### src/rtl/attack_sequencer.sv
// Per-player attack/stun phase sequencer; one clk_game cycle is one game frame.
// Drives the attack_phase code seen by hit detection and gates player movement.
module attack_sequencer #(
    parameter int unsigned STARTUP_FRAMES   = 5,
    parameter int unsigned ACTIVE_FRAMES    = 2,
    parameter int unsigned RECOVERY_FRAMES  = 16,
    parameter int unsigned HITSTUN_FRAMES   = 15,
    parameter int unsigned BLOCKSTUN_FRAMES = 10,
    parameter int unsigned BUFFER_FRAMES    = 4,
    parameter int unsigned CNT_W            = 5
) (
    input  logic             clk_game,
    input  logic             reset_n,
    input  logic             game_active,
    input  logic             attack_btn,
    input  logic             got_hit,
    input  logic             got_blocked,
    output logic [1:0]       attack_phase,
    output logic             attack_start,
    output logic             stunned,
    output logic             move_enable,
    output logic [CNT_W-1:0] frames_left
);

    typedef enum logic [2:0] {
        S_IDLE      = 3'd0,
        S_STARTUP   = 3'd1,
        S_ACTIVE    = 3'd2,
        S_RECOVERY  = 3'd3,
        S_HITSTUN   = 3'd4,
        S_BLOCKSTUN = 3'd5
    } state_t;

    localparam logic [CNT_W-1:0] LD_STARTUP   = CNT_W'(STARTUP_FRAMES - 1);
    localparam logic [CNT_W-1:0] LD_ACTIVE    = CNT_W'(ACTIVE_FRAMES - 1);
    localparam logic [CNT_W-1:0] LD_RECOVERY  = CNT_W'(RECOVERY_FRAMES - 1);
    localparam logic [CNT_W-1:0] LD_HITSTUN   = CNT_W'(HITSTUN_FRAMES - 1);
    localparam logic [CNT_W-1:0] LD_BLOCKSTUN = CNT_W'(BLOCKSTUN_FRAMES - 1);
    localparam logic [CNT_W-1:0] BUF_LIM      = CNT_W'(BUFFER_FRAMES);
    localparam logic [CNT_W-1:0] CNT_ZERO     = {CNT_W{1'b0}};
    localparam logic [CNT_W-1:0] CNT_ONE      = CNT_W'(1);

    state_t           r_state;
    logic [CNT_W-1:0] r_cnt;
    logic             r_btn_prev;
    logic             r_buf;
    logic [1:0]       r_phase;
    logic             r_start;
    logic             r_stun;
    logic             r_move;

    state_t           w_next_state;
    logic [CNT_W-1:0] w_next_cnt;
    logic             w_next_buf;
    logic [1:0]       w_next_phase;
    logic             w_next_start;
    logic             w_next_stun;
    logic             w_next_move;
    logic             w_press;
    logic             w_cnt_zero;
    logic             w_buf_press;

    assign w_press     = attack_btn & ~r_btn_prev;
    assign w_cnt_zero  = (r_cnt == CNT_ZERO);
    assign w_buf_press = w_press & (r_cnt < BUF_LIM);

    // State, frame counter, buffer flag and button history registers
    always_ff @(posedge clk_game) begin
        if (!reset_n) begin
            r_state    <= S_IDLE;
            r_cnt      <= CNT_ZERO;
            r_btn_prev <= 1'b0;
            r_buf      <= 1'b0;
        end else begin
            r_state    <= w_next_state;
            r_cnt      <= w_next_cnt;
            r_btn_prev <= attack_btn;
            r_buf      <= w_next_buf;
        end
    end

    // Next-state logic: round gating, then hit, then block, then normal sequencing
    always_comb begin
        w_next_state = r_state;
        w_next_cnt   = r_cnt;
        w_next_buf   = r_buf;
        if (!game_active) begin
            w_next_state = S_IDLE;
            w_next_cnt   = CNT_ZERO;
            w_next_buf   = 1'b0;
        end else if (got_hit) begin
            w_next_state = S_HITSTUN;
            w_next_cnt   = LD_HITSTUN;
            w_next_buf   = 1'b0;
        end else if (got_blocked && (r_state != S_HITSTUN)) begin
            w_next_state = S_BLOCKSTUN;
            w_next_cnt   = LD_BLOCKSTUN;
            w_next_buf   = 1'b0;
        end else begin
            case (r_state)
                S_IDLE: begin
                    w_next_cnt = CNT_ZERO;
                    w_next_buf = 1'b0;
                    if (w_press) begin
                        w_next_state = S_STARTUP;
                        w_next_cnt   = LD_STARTUP;
                    end else begin
                        w_next_state = S_IDLE;
                    end
                end
                S_STARTUP: begin
                    if (w_cnt_zero) begin
                        w_next_state = S_ACTIVE;
                        w_next_cnt   = LD_ACTIVE;
                    end else begin
                        w_next_cnt = r_cnt - CNT_ONE;
                    end
                end
                S_ACTIVE: begin
                    if (w_cnt_zero) begin
                        w_next_state = S_RECOVERY;
                        w_next_cnt   = LD_RECOVERY;
                    end else begin
                        w_next_cnt = r_cnt - CNT_ONE;
                    end
                end
                S_RECOVERY: begin
                    // A press landing on the final frame still chains the next attack
                    if (w_cnt_zero) begin
                        w_next_buf = 1'b0;
                        if (r_buf || w_buf_press) begin
                            w_next_state = S_STARTUP;
                            w_next_cnt   = LD_STARTUP;
                        end else begin
                            w_next_state = S_IDLE;
                            w_next_cnt   = CNT_ZERO;
                        end
                    end else begin
                        w_next_cnt = r_cnt - CNT_ONE;
                        if (w_buf_press) begin
                            w_next_buf = 1'b1;
                        end else begin
                            w_next_buf = r_buf;
                        end
                    end
                end
                S_HITSTUN, S_BLOCKSTUN: begin
                    if (w_cnt_zero) begin
                        w_next_state = S_IDLE;
                        w_next_cnt   = CNT_ZERO;
                    end else begin
                        w_next_cnt = r_cnt - CNT_ONE;
                    end
                end
                default: begin
                    w_next_state = S_IDLE;
                    w_next_cnt   = CNT_ZERO;
                    w_next_buf   = 1'b0;
                end
            endcase
        end
    end

    // Output decode from the upcoming state so every output is registered
    always_comb begin
        w_next_phase = 2'b00;
        w_next_stun  = 1'b0;
        case (w_next_state)
            S_IDLE:      w_next_phase = 2'b00;
            S_STARTUP:   w_next_phase = 2'b01;
            S_ACTIVE:    w_next_phase = 2'b10;
            S_RECOVERY:  w_next_phase = 2'b11;
            S_HITSTUN:   w_next_stun  = 1'b1;
            S_BLOCKSTUN: w_next_stun  = 1'b1;
            default: begin
                w_next_phase = 2'b00;
                w_next_stun  = 1'b0;
            end
        endcase
        w_next_start = (w_next_state == S_STARTUP) && (r_state != S_STARTUP);
        w_next_move  = (w_next_state == S_IDLE) && game_active;
    end

    // Registered outputs
    always_ff @(posedge clk_game) begin
        if (!reset_n) begin
            r_phase <= 2'b00;
            r_start <= 1'b0;
            r_stun  <= 1'b0;
            r_move  <= 1'b0;
        end else begin
            r_phase <= w_next_phase;
            r_start <= w_next_start;
            r_stun  <= w_next_stun;
            r_move  <= w_next_move;
        end
    end

    assign attack_phase = r_phase;
    assign attack_start = r_start;
    assign stunned      = r_stun;
    assign move_enable  = r_move;
    assign frames_left  = r_cnt;

endmodule

### config.mk
export PLATFORM = sky130hd
export DESIGN_NAME = attack_sequencer
export DESIGN_NICKNAME = d
export VERILOG_FILES = /design/src/rtl/attack_sequencer.sv
export SDC_FILE = /design/constraint.sdc
export NUM_CORES = 1
export LEC_CHECK = 0
export ABC_AREA = 1
export CORE_MARGIN = 5
export CORE_UTILIZATION = 49
export DETAILED_ROUTE_END_ITERATION = 10
export GPL_ROUTABILITY_DRIVEN = 0
export GPL_TIMING_DRIVEN = 0
export MAX_ROUTING_LAYER = met4
export PLACE_DENSITY = 0.86
export SLEW_MARGIN = 15
export SYNTH_ARGS = -nofsm -noshare
export SYNTH_HDL_FRONTEND = slang
export SYNTH_SLANG_ARGS = --single-unit
### constraint.sdc
create_clock -name clk_game -period 1.6 [get_ports clk_game]
set_clock_uncertainty 0.15 [all_clocks]
set_input_delay 0.32 -clock clk_game [delete_from_list [all_inputs] [get_ports clk_game]]
set_output_delay 0.32 -clock clk_game [all_outputs]
set_load 0.02 [all_outputs]
==> metrics.md, run 1 <==
| Metric | Value |
|---|---|
| Critical path buffers and inverters | 1 |
| Mean routed wirelength per cell | roughly 13 um |
| Root buffer cell | clkbuf_4 |
| CTS clk-pin slew, worst paths | 0.10 ns |
| GRT Util Overall | 17.3% |
| Deepest clock path buffer count | 2 |
| Syn_area_per_cell | 6.90 um2 |
| DR vias | 831 |
| ANT nets after route | 0 |
| Max-Cap Viols | 0 |
| Post-Synthesis Cell Area | ~830 um2 |
| Min Hold Slack | 0.200 ns |
| Post-CTS Hold Fix Bufs | 0 |
| Cts bufs inserted | 3 |
| IO Count | 16 |
| Placed cell area | 998 um2 |
| Critical path startpoint category | register |
| Number of library cell types mapped by synthesis | 21 |
| Pwr Density | 762 mW/mm2 |
| Post-Syn Instances | 120 |
| Setup ws final | 0.0654 ns |
| Die Width | 51.1 um |
| Post-synth top area cell | dfxtp_1 |
| WS Path Type | register to output pin |
| Die Height | between 50 and 60 um |
| Initial antenna violation count | 0 |
| Die area | around 0.0026 mm2 |
| Finished Layout Cells | 157 |
| Largest net degree at the start of global routing | 10 |
| Pleak | between 0.5 and 0.6 nW |
| Place WS | -0.358 ns |
| Vias/cell | 5.29 |
| Max Transition Viols Final | 0 |
| First-pass GRT wire length | 3.23 mm |
| Sequential Power Share | 48.3% |
| Router iterations before antenna repair | 4 |
| H-Tree Depth | 1 |
| Crit-path leading delay family | flip-flops |
| Number of cell rows | 14 |
| Layout area overhead | 30.8% |
| Switch Pwr | 0.269 mW |
| Seq/Total Area, Yosys | 36.3% |
| Post-detail-place hpwl | 1.48 mm |
| Latest clock arrival within the worst-skew pair | 0.30 ns |
| Switching share of power | around a third |
| Placed Instances | 151 |
| Period utilization | between 90 and 100% |
| Critical Path, Cell by Cell | dlygate4sd2_1 |
| Ys async rst share | 0% |
| Core Area | roughly 0.0016 mm2 |
| Number of synthesized register bits | 15 |
| # DRC | 0 |
| DR iter-0 viols | 25 |
| HP Class | input port to register |
| Top FF cell, synth | dfxtp_1 |
| RSZ-0062 raised after global routing | yes |
| Clock network power share | 27.9% |
| Cell with the most instances after synthesis | nand2_1 |
| Yosys warns | 0 |
| Commonest cells post-synth | nand2_1 (32), inv_1 (20), dfxtp_1 (15) |
| FILL cells | 137 |
| Status | completed |
| Drt total wl | ~2.1 mm |
| Gate power share | 23.8% |
| Critical Path Max Stage Delay | 0.41 ns |
| Worst Path Max Fanout | 3 |
| N_diodes | 0 |
| Share of cells above drive strength 1 | 23.4% |
| Setup-failing EPs final | 0 |
| Slew headroom | 74.9% |
| Largest cells by area after synthesis | dfxtp_1 (36%), nand2_1 (15%), inv_1 (9.1%) |
| VDD IR max | 676 uV |
| Worst Setup End Kind | output pin |
| Core Util, Final | ~70% |
| Remaining global-route overflow | 0 |
| Total power | 0.826 mW |
| Worst-Margin Slew | 0.372 ns |
| CTS tree | yes |
| TNS Setup | 0 ns |
| Final hold violations | 0 |
| Clk sinks | 15 |
| Min Tclk post-route | 1.53 ns |
| Initial Util | around 53% |
| Max stage delay cell, worst path | dfxtp_1 |
| Yosys top cell area share | 36.3% |
| Crit path DAT | 1.06 ns |
| Mapped Nets | 128 |
| Maximum clock rate | 0.652 GHz |
| Number of global-route vias before repair | around 800 |
| Internal power | approximately 0.56 mW |
| Post-synth EDFFs | 0 |
| Post-layout instance area | approximately 0.0011 mm2 |
| Port Buffers | 15 |
| CP required | 1.13 ns |
| Fin nets | 150 |
[repair_timing]
action                     CTS  global route
pin swaps                    0             0
gates resized for setup     14            18
buffers inserted             2             0
hold endpoints to repair     0             0
setup endpoints to repair   15             9
[flip-flops by register name, indices dropped and copies added, names as in the netlist]
| name | flops |
|---|---|
| r_buf | 1 |
| move_enable | 1 |
| stunned | 1 |
| frames_left | 5 |
| attack_start | 1 |
| r_btn_prev | 1 |
| r_state | 3 |
| attack_phase | 2 |
[worst paths after layout]
kind | start | to | slack, ns | cells after the start
worst max-delay path | frames_left[3] | frames_left[3] | 0.07 | 1
worst min-delay path | reset_n | r_btn_prev | 0.20 | 3
worst max register to register | r_state[0] | attack_phase[0] | 0.08 | 9
worst min register to register | r_buf | r_buf | 0.31 | 2
[placed cells by master (no fill, tap or decap), types with 3 or more instances in the layout]
cell type        Yosys  routed
nand2_1             32      27
clkdlybuf4s50_1      0       4
dlygate4sd2_1        0      10
clkbuf_4             0       3
nand2_2              2       7
nand3_1              7       7
dfxtp_1             15      11
dfxtp_2              0       4
inv_2                1       3
nand4_1              4       4
a21oi_1              8       6
nor2_1              13       9
inv_1               20      18
nor2_2               1       4
[power groups by stage]
stage | clock network [mW] | logic (mW) | registers [mW]
after floorplan | 0 | 0.109 | 0.416
after global placement | 0 | 0.172 | 0.405
after detailed placement | 0 | 0.176 | 0.406
after CTS | 0.231 | 0.184 | 0.397
after global routing | 0.249 | 0.214 | 0.401
final | 0.231 | 0.196 | 0.399
[routing by layer]
layer  share of wire [%]  up-vias  wire, um  GRT usage (%)
met2                  49       21      1000           26.8
met1                  45      380       931           19.6
li1                    -      422         -              -
met3                 3.3        8        68           3.49
met4                 2.8        0        57           13.0
met5                   0        -         0              -
[cell type report]
type                    instances  area, um2  share of cell area (%)
multi-input cells              84        497                    45.8
flip-flops and latches         15        305                    28.2
repair buffers                 17        155                    14.3
inverters                      21       78.8                    7.27
clock buffers                   3       22.5                    2.08
well taps                      16       20.0                    1.85
clock inverters                 1       5.00                   0.462
[worst register-to-register path, stage by stage (launching register included)]
cell	delay [ns]
dfxtp_1	0.36
nor2_2	0.18
nand2_1	0.18
nand3_1	0.16
nand2_1	0.06
nand2_1	0.07
nand2_1	0.07
nand3_2	0.08
nand2_1	0.07
nor2_1	0.10
[kinds of logic after synthesis]
| group | synth area share [%] |
|---|---|
| adder cells (fa/ha/maj) | 3.02 |
| flip-flops | 36.3 |
| AND/OR/NAND/NOR | 38.1 |
| AO/OA/AOI/OAI | 11.0 |
| buffers and inverters | 9.52 |
| XOR/XNOR | 2.12 |
Power figures use the tool's default switching activity.
==> run 2, diff against run 1 <==
==> constraint.sdc (replaced) <==
create_clock -name clk_game -period 1.6 [get_ports clk_game]
set_clock_uncertainty 0.15 [all_clocks]
set_input_delay 0.4 -clock clk_game [delete_from_list [all_inputs] [get_ports clk_game]]
set_output_delay 0.4 -clock clk_game [all_outputs]
set_load 0.02 [all_outputs]
==> metrics.md, run 2 (synthesis gave the netlist of run 1 again) <==
| Metric | Value |
|---|---|
| Die Height | ~51 um |
| Worst Setup End Kind | output pin |
| Core Util, Final | 72.2% |
| Finished Layout Cells | 160 |
| Worst setup path startpoint | frames_left[4] |
| Status | completed |
| CP required | around 1.1 ns |
| Commonest non-fill, non-tap cells in the layout | nand2_1 (25), inv_1 (17), dfxtp_1 (11) |
| HP Class | input port to register |
| DR iter-0 viols | 8 |
| Max-Cap Viols | 0 |
| WS Path Type | register to output pin |
| Slew headroom | 74.9% |
| Root buffer cell | clkbuf_4 |
| GRT Util Overall | 17.4% |
| Setup ws final | 0.0302 ns |
| Drt total wl | around 2.1 mm |
| Fin nets | 153 |
| Crit. path cell count | 1 |
| Crit path capture | frames_left[4] |
| Placed cell area | 998 um2 |
| RSZ-0062 raised after global routing | yes |
| Post-CTS Hold Fix Bufs | 0 |
| Period utilization | 98.1% |
| Critical Path, Cell by Cell | dlygate4sd2_1 |
| N_diodes | 0 |
| Final hold violations | 0 |
| Remaining global-route overflow | 0 |
| Worst-Margin Slew | 0.373 ns |
| Reg-to-reg slack, setup | 0.07 ns |
| CTS tree | yes |
| First-pass GRT wire length | 3.24 mm |
| H-Tree Depth | 1 |
| Initial antenna violation count | 0 |
| Min Hold Slack | 0.188 ns |
| Router iterations before antenna repair | 4 |
| Die area | 0.00261 mm2 |
| Pwr Density | 745 mW/mm2 |
| Vias/cell | 5.33 |
| Post-layout instance area | 0.00113 mm2 |
| Worst Path Max Fanout | 3 |
| Critical path startpoint category | register |
| Max stage delay cell, worst path | dfxtp_1 |
| Pleak | 0.594 nW |
| Deepest clock path buffer count | 2 |
| Mean routed wirelength per cell | 13.4 um |
| Number of cell rows | 14 |
| DR vias | ~850 |
| Crit path DAT | 1.02 ns |
| VDD IR max | 678 uV |
| Latest clock arrival within the worst-skew pair | 0.30 ns |
| Critical path buffers and inverters | 1 |
| Setup-failing EPs final | 0 |
| Max Transition Viols Final | 0 |
| TNS Setup | 0 ns |
| R2R depth | 9 |
| CTS clk-pin slew, worst paths | 0.10 ns |
| # DRC | 0 |
| FILL cells | 131 |
| Place WS | -0.438 ns |
| Max reg flops | 5 |
| Most common cell after layout, fill and taps aside | nand2_1 |
| Port Buffers | 15 |
| Clk sinks | 15 |
| Cts bufs inserted | 3 |
| Worst r2r src | r_state[0] |
| Placed Instances | ~150 |
| Share of cells above drive strength 1 | 29.2% |
| Die Width | around 51 um |
| Critical Path Max Stage Delay | 0.38 ns |
| Layout area overhead | 36.0% |
| Total power | approximately 0.84 mW |
| ANT nets after route | 0 |
| Core Area | 0.00156 mm2 |
| Reg2Reg Capture Point | attack_phase[0] |
| Post-detail-place hpwl | about 1.5 mm |
| Maximum clock rate | 0.637 GHz |
| Crit-path leading delay family | flip-flops |
| Min Tclk post-route | approximately 1.6 ns |
| Number of global-route vias before repair | 781 |
| IO Count | 16 |
| Largest net degree at the start of global routing | 10 |
| Initial Util | 53.1% |
run 2: timing repair:
item,CTS,global route
setup buffers,3,2
pin swaps,1,3
endpoints found under the hold margin,0,0
gates resized for setup,19,25
setup endpoints to repair,16,11
run 2: where the power goes:
group	switching [mW]	internal, mW
combinational	0.126	0.0827
sequential	0.0120	0.388
clock	0.138	0.0934
run 2: how the worst min path moves through the flow:
stage	startpoint	cells past startpoint	slack, ns	endpoint
6_report	attack_btn	3	0.19	r_btn_prev
5_1_grt	attack_btn	3	0.20	r_btn_prev
4_1_cts	r_buf	2	0.32	r_buf
2_1_floorplan	r_buf	2	0.28	r_buf
3_5_place_dp	r_buf	2	0.30	r_buf
3_3_place_gp	r_buf	2	0.30	r_buf
run 2: area by class of cell:
cell class | instances | area (um2) | area share [%]
Sequential cell | 15 | 305 | 27.1
Clock buffer | 3 | 22.5 | 2.00
Multi-Input combinational cell | 84 | 517 | 45.9
Tap cell | 16 | 20.0 | 1.78
Timing Repair Buffer | 20 | 178 | 15.8
Clock inverter | 1 | 5.00 | 0.444
Inverter | 21 | 78.8 | 7.00
run 2: layer usage:
| metal | track usage [%] | vias up | share of wire (%) |
|---|---|---|---|
| li1 | - | 427 | - |
| met1 | 19.8 | 388 | 42 |
| met2 | 27.0 | 30 | 50 |
| met3 | 3.49 | 7 | 5.0 |
| met4 | 13.0 | 0 | 3.0 |
| met5 | - | - | 0 |
run 2: worst reg2reg max path, stage by stage, from the launching register on:
cell,delay (ns)
dfxtp_1,0.36
nor2_2,0.18
nand2_1,0.18
nand3_1,0.16
nand2_1,0.06
nand2_1,0.07
nand2_1,0.06
nand3_2,0.09
nand2_2,0.06
nor2_2,0.10
==> run 3, diff against run 2 <==
--- a/config.mk
+++ b/config.mk
@@ -6,7 +6,7 @@
 export NUM_CORES = 1
 export LEC_CHECK = 0
 export ABC_AREA = 1
-export CORE_MARGIN = 5
+export CORE_MARGIN = 10
 export CORE_UTILIZATION = 49
 export DETAILED_ROUTE_END_ITERATION = 10
 export GPL_ROUTABILITY_DRIVEN = 0
==> constraint.sdc (replaced) <==
create_clock -name clk_game -period 1.6 [get_ports clk_game]
set_clock_uncertainty 0.15 [all_clocks]
set_input_delay 0.4 -clock clk_game [delete_from_list [all_inputs] [get_ports clk_game]]
set_output_delay 0.4 -clock clk_game [all_outputs]
set_load 0.005 [all_outputs]
==> metrics.md, run 3 (synthesis gave the netlist of run 1 again) <==
| Metric | Value |
|---|---|
| Worst Hold Depth | 3 |
| Critical Path, Cell by Cell | buf_4, nor2_4, buf_4, nand3_2, nand2_2, nand2_1, nand2_1, nand2_1, nand3_2, nand2_2, nor2_1 |
| Die area | 0.00374 mm2 |
| FF+latch area | 310 um2 |
| Initial antenna violation count | 0 |
| DR vias | 896 |
| Period utilization | 94.6% |
| Switching share of power | 31.5% |
| # DRC | 0 |
| Clk sinks | 15 |
| Setup ws final | 0.0868 ns |
| Worst Path Max Fanout | 3 |
| Min Tclk post-route | 1.51 ns |
| First-pass GRT wire length | about 3.3 mm |
| Worst r2r src | frames_left[3] |
| Worst Setup End Kind | register |
| Switch Pwr | 0.260 mW |
| Status | completed |
| DR iter-0 viols | 29 |
| Die Width | 61.1 um |
| Crit path DAT | between 1.5 and 2 ns |
| Vias/cell | 5.57 |
| Latest clock arrival within the worst-skew pair | 0.29 ns |
| Most common cell after layout, fill and taps aside | nand2_1 |
| Gate power share | 24.6% |
| Total power | 0.826 mW |
| Critical path startpoint category | register |
| HP Class | input port to register |
| Pleak | 0.605 nW |
| VDD IR max | 569 uV |
| Max reg flops | 5 |
| Layout area overhead | 37.0% |
| Largest net degree at the start of global routing | 11 |
| TNS Setup | 0 ns |
| Remaining global-route overflow | 0 |
| Drt total wl | roughly 2.1 mm |
| Post-CTS Hold Fix Bufs | 0 |
| Most frequent CP cell | nand2_1 |
| Critical Path Max Stage Delay | 0.33 ns |
| H-Tree Depth | 1 |
| Number of global-route vias before repair | 788 |
| Sequential Power Share | 48.0% |
| Hold Path End | r_btn_prev |
| Maximum clock rate | 0.661 GHz |
| Critical path buffers and inverters | 2 |
| Multi-input combinational cell area | 523 um2 |
| ANT nets after route | 0 |
| CTS clk-pin slew, worst paths | 0.10 ns |
| CTS tree | yes |
| R2R depth | 11 |
| Pwr Density | 728 mW/mm2 |
| WS Path Type | register to register |
| Root buffer cell | clkbuf_4 |
| Worst-Margin Slew | 0.407 ns |
| Post-layout instance area | ~0.0011 mm2 |
| Reg-to-reg slack, setup | roughly 0.087 ns |
| Mean routed wirelength per cell | roughly 13 um |
| Reg2Reg Capture Point | attack_phase[0] |
| Max-Cap Viols | 0 |
| Port Buffers | 15 |
| Post-detail-place hpwl | 1.51 mm |
| Min-delay src | attack_btn |
| Max Transition Viols Final | 0 |
| GRT Util Overall | 12.0% |
| IO Count | 16 |
| Cts bufs inserted | 3 |
| Commonest non-fill, non-tap cells in the layout | nand2_1 (25), inv_1 (18), dlygate4sd2_1 (12) |
| Deepest clock path buffer count | 2 |
| Crit-path leading delay family | simple AND/OR/NAND/NOR gates |
| CP required | 1.68 ns |
| Internal power | 0.566 mW |
| N_diodes | 0 |
| Slew headroom | around 73% |
| Number of cell rows | 14 |
| Setup-failing EPs final | 0 |
| Initial Util | 53.1% |
| FILL cells | 122 |
| Router iterations before antenna repair | 4 |
| Place WS | -0.437 ns |
| Die Height | 61.1 um |
| Share of cells above drive strength 1 | about 28% |
| Final hold violations | 0 |
| Fin nets | between 150 and 200 |
| Max stage delay cell, worst path | dfxtp_2 |
| Placed cell area | ~1000 um2 |
| Clock network power share | 27.4% |
| Core Area | 0.00156 mm2 |
run 3: cell count changes in the layout (fill, tap and decap cells not counted), moves of 2 or more:
cell and change:
nor2_1 +2, nor2_4 -2, dlygate4sd2_1 +3, dfxtp_1 -2
run 3: routing by layer:
metal / track usage, % / routed length, um
met1: 14.1 / 896
met2: 17.8 / 1050
met5: - / 0
met3: 1.85 / 129
met4: 9.45 / 60
run 3: cell type report:
cell class | instances | share of cell area (%)
well taps | 16 | 1.76
clock inverters | 1 | 0.441
multi-input cells | 85 | 46.1
clock buffers | 3 | 1.98
flip-flops and latches | 15 | 27.3
repair buffers | 20 | 15.4
inverters | 21 | 6.95
run 3: worst max path at each step:
stage	endpoint	depth (start not counted)	slack [ns]	from
final	attack_phase[0]	11	0.09	frames_left[3]
after global routing	attack_phase[0]	9	-0.03	frames_left[4]
after CTS	frames_left[0]	9	0.005	frames_left[0]
after detailed placement	frames_left[4]	7	-0.44	reset_n
after global placement	frames_left[4]	7	-0.42	reset_n
after floorplan	frames_left[0]	9	0.14	frames_left[0]
run 3: repair_timing:
item	in CTS	in global routing
pin swaps	0	5
buffers inserted	1	4
cloned	0	1
endpoints found under the setup margin	14	10
resized for setup	21	19
run 3: per-stage QoR:
stage               util (%)  hold WS (ns)  instances
finish                  72.8         0.182        161
global placement        64.0         0.295        151
global route            72.8         0.208        161
floorplan                  -         0.281        120
detailed placement      64.0         0.300        151
CTS                     66.5         0.315        156
run 3: worst min-delay path, delay by kind of cell:
family | cells | cell delay, ns
buf+inv | 2 | 0.14
simple gates | 1 | 0.05
run 3: power groups by stage:
stage | sequential, mW | combinational [mW] | clock [mW]
after floorplan | 0.405 | 0.109 | 0
after global placement | 0.405 | 0.162 | 0
after detailed placement | 0.406 | 0.166 | 0
after CTS | 0.395 | 0.166 | 0.226
after global routing | 0.399 | 0.225 | 0.239
final | 0.397 | 0.203 | 0.226
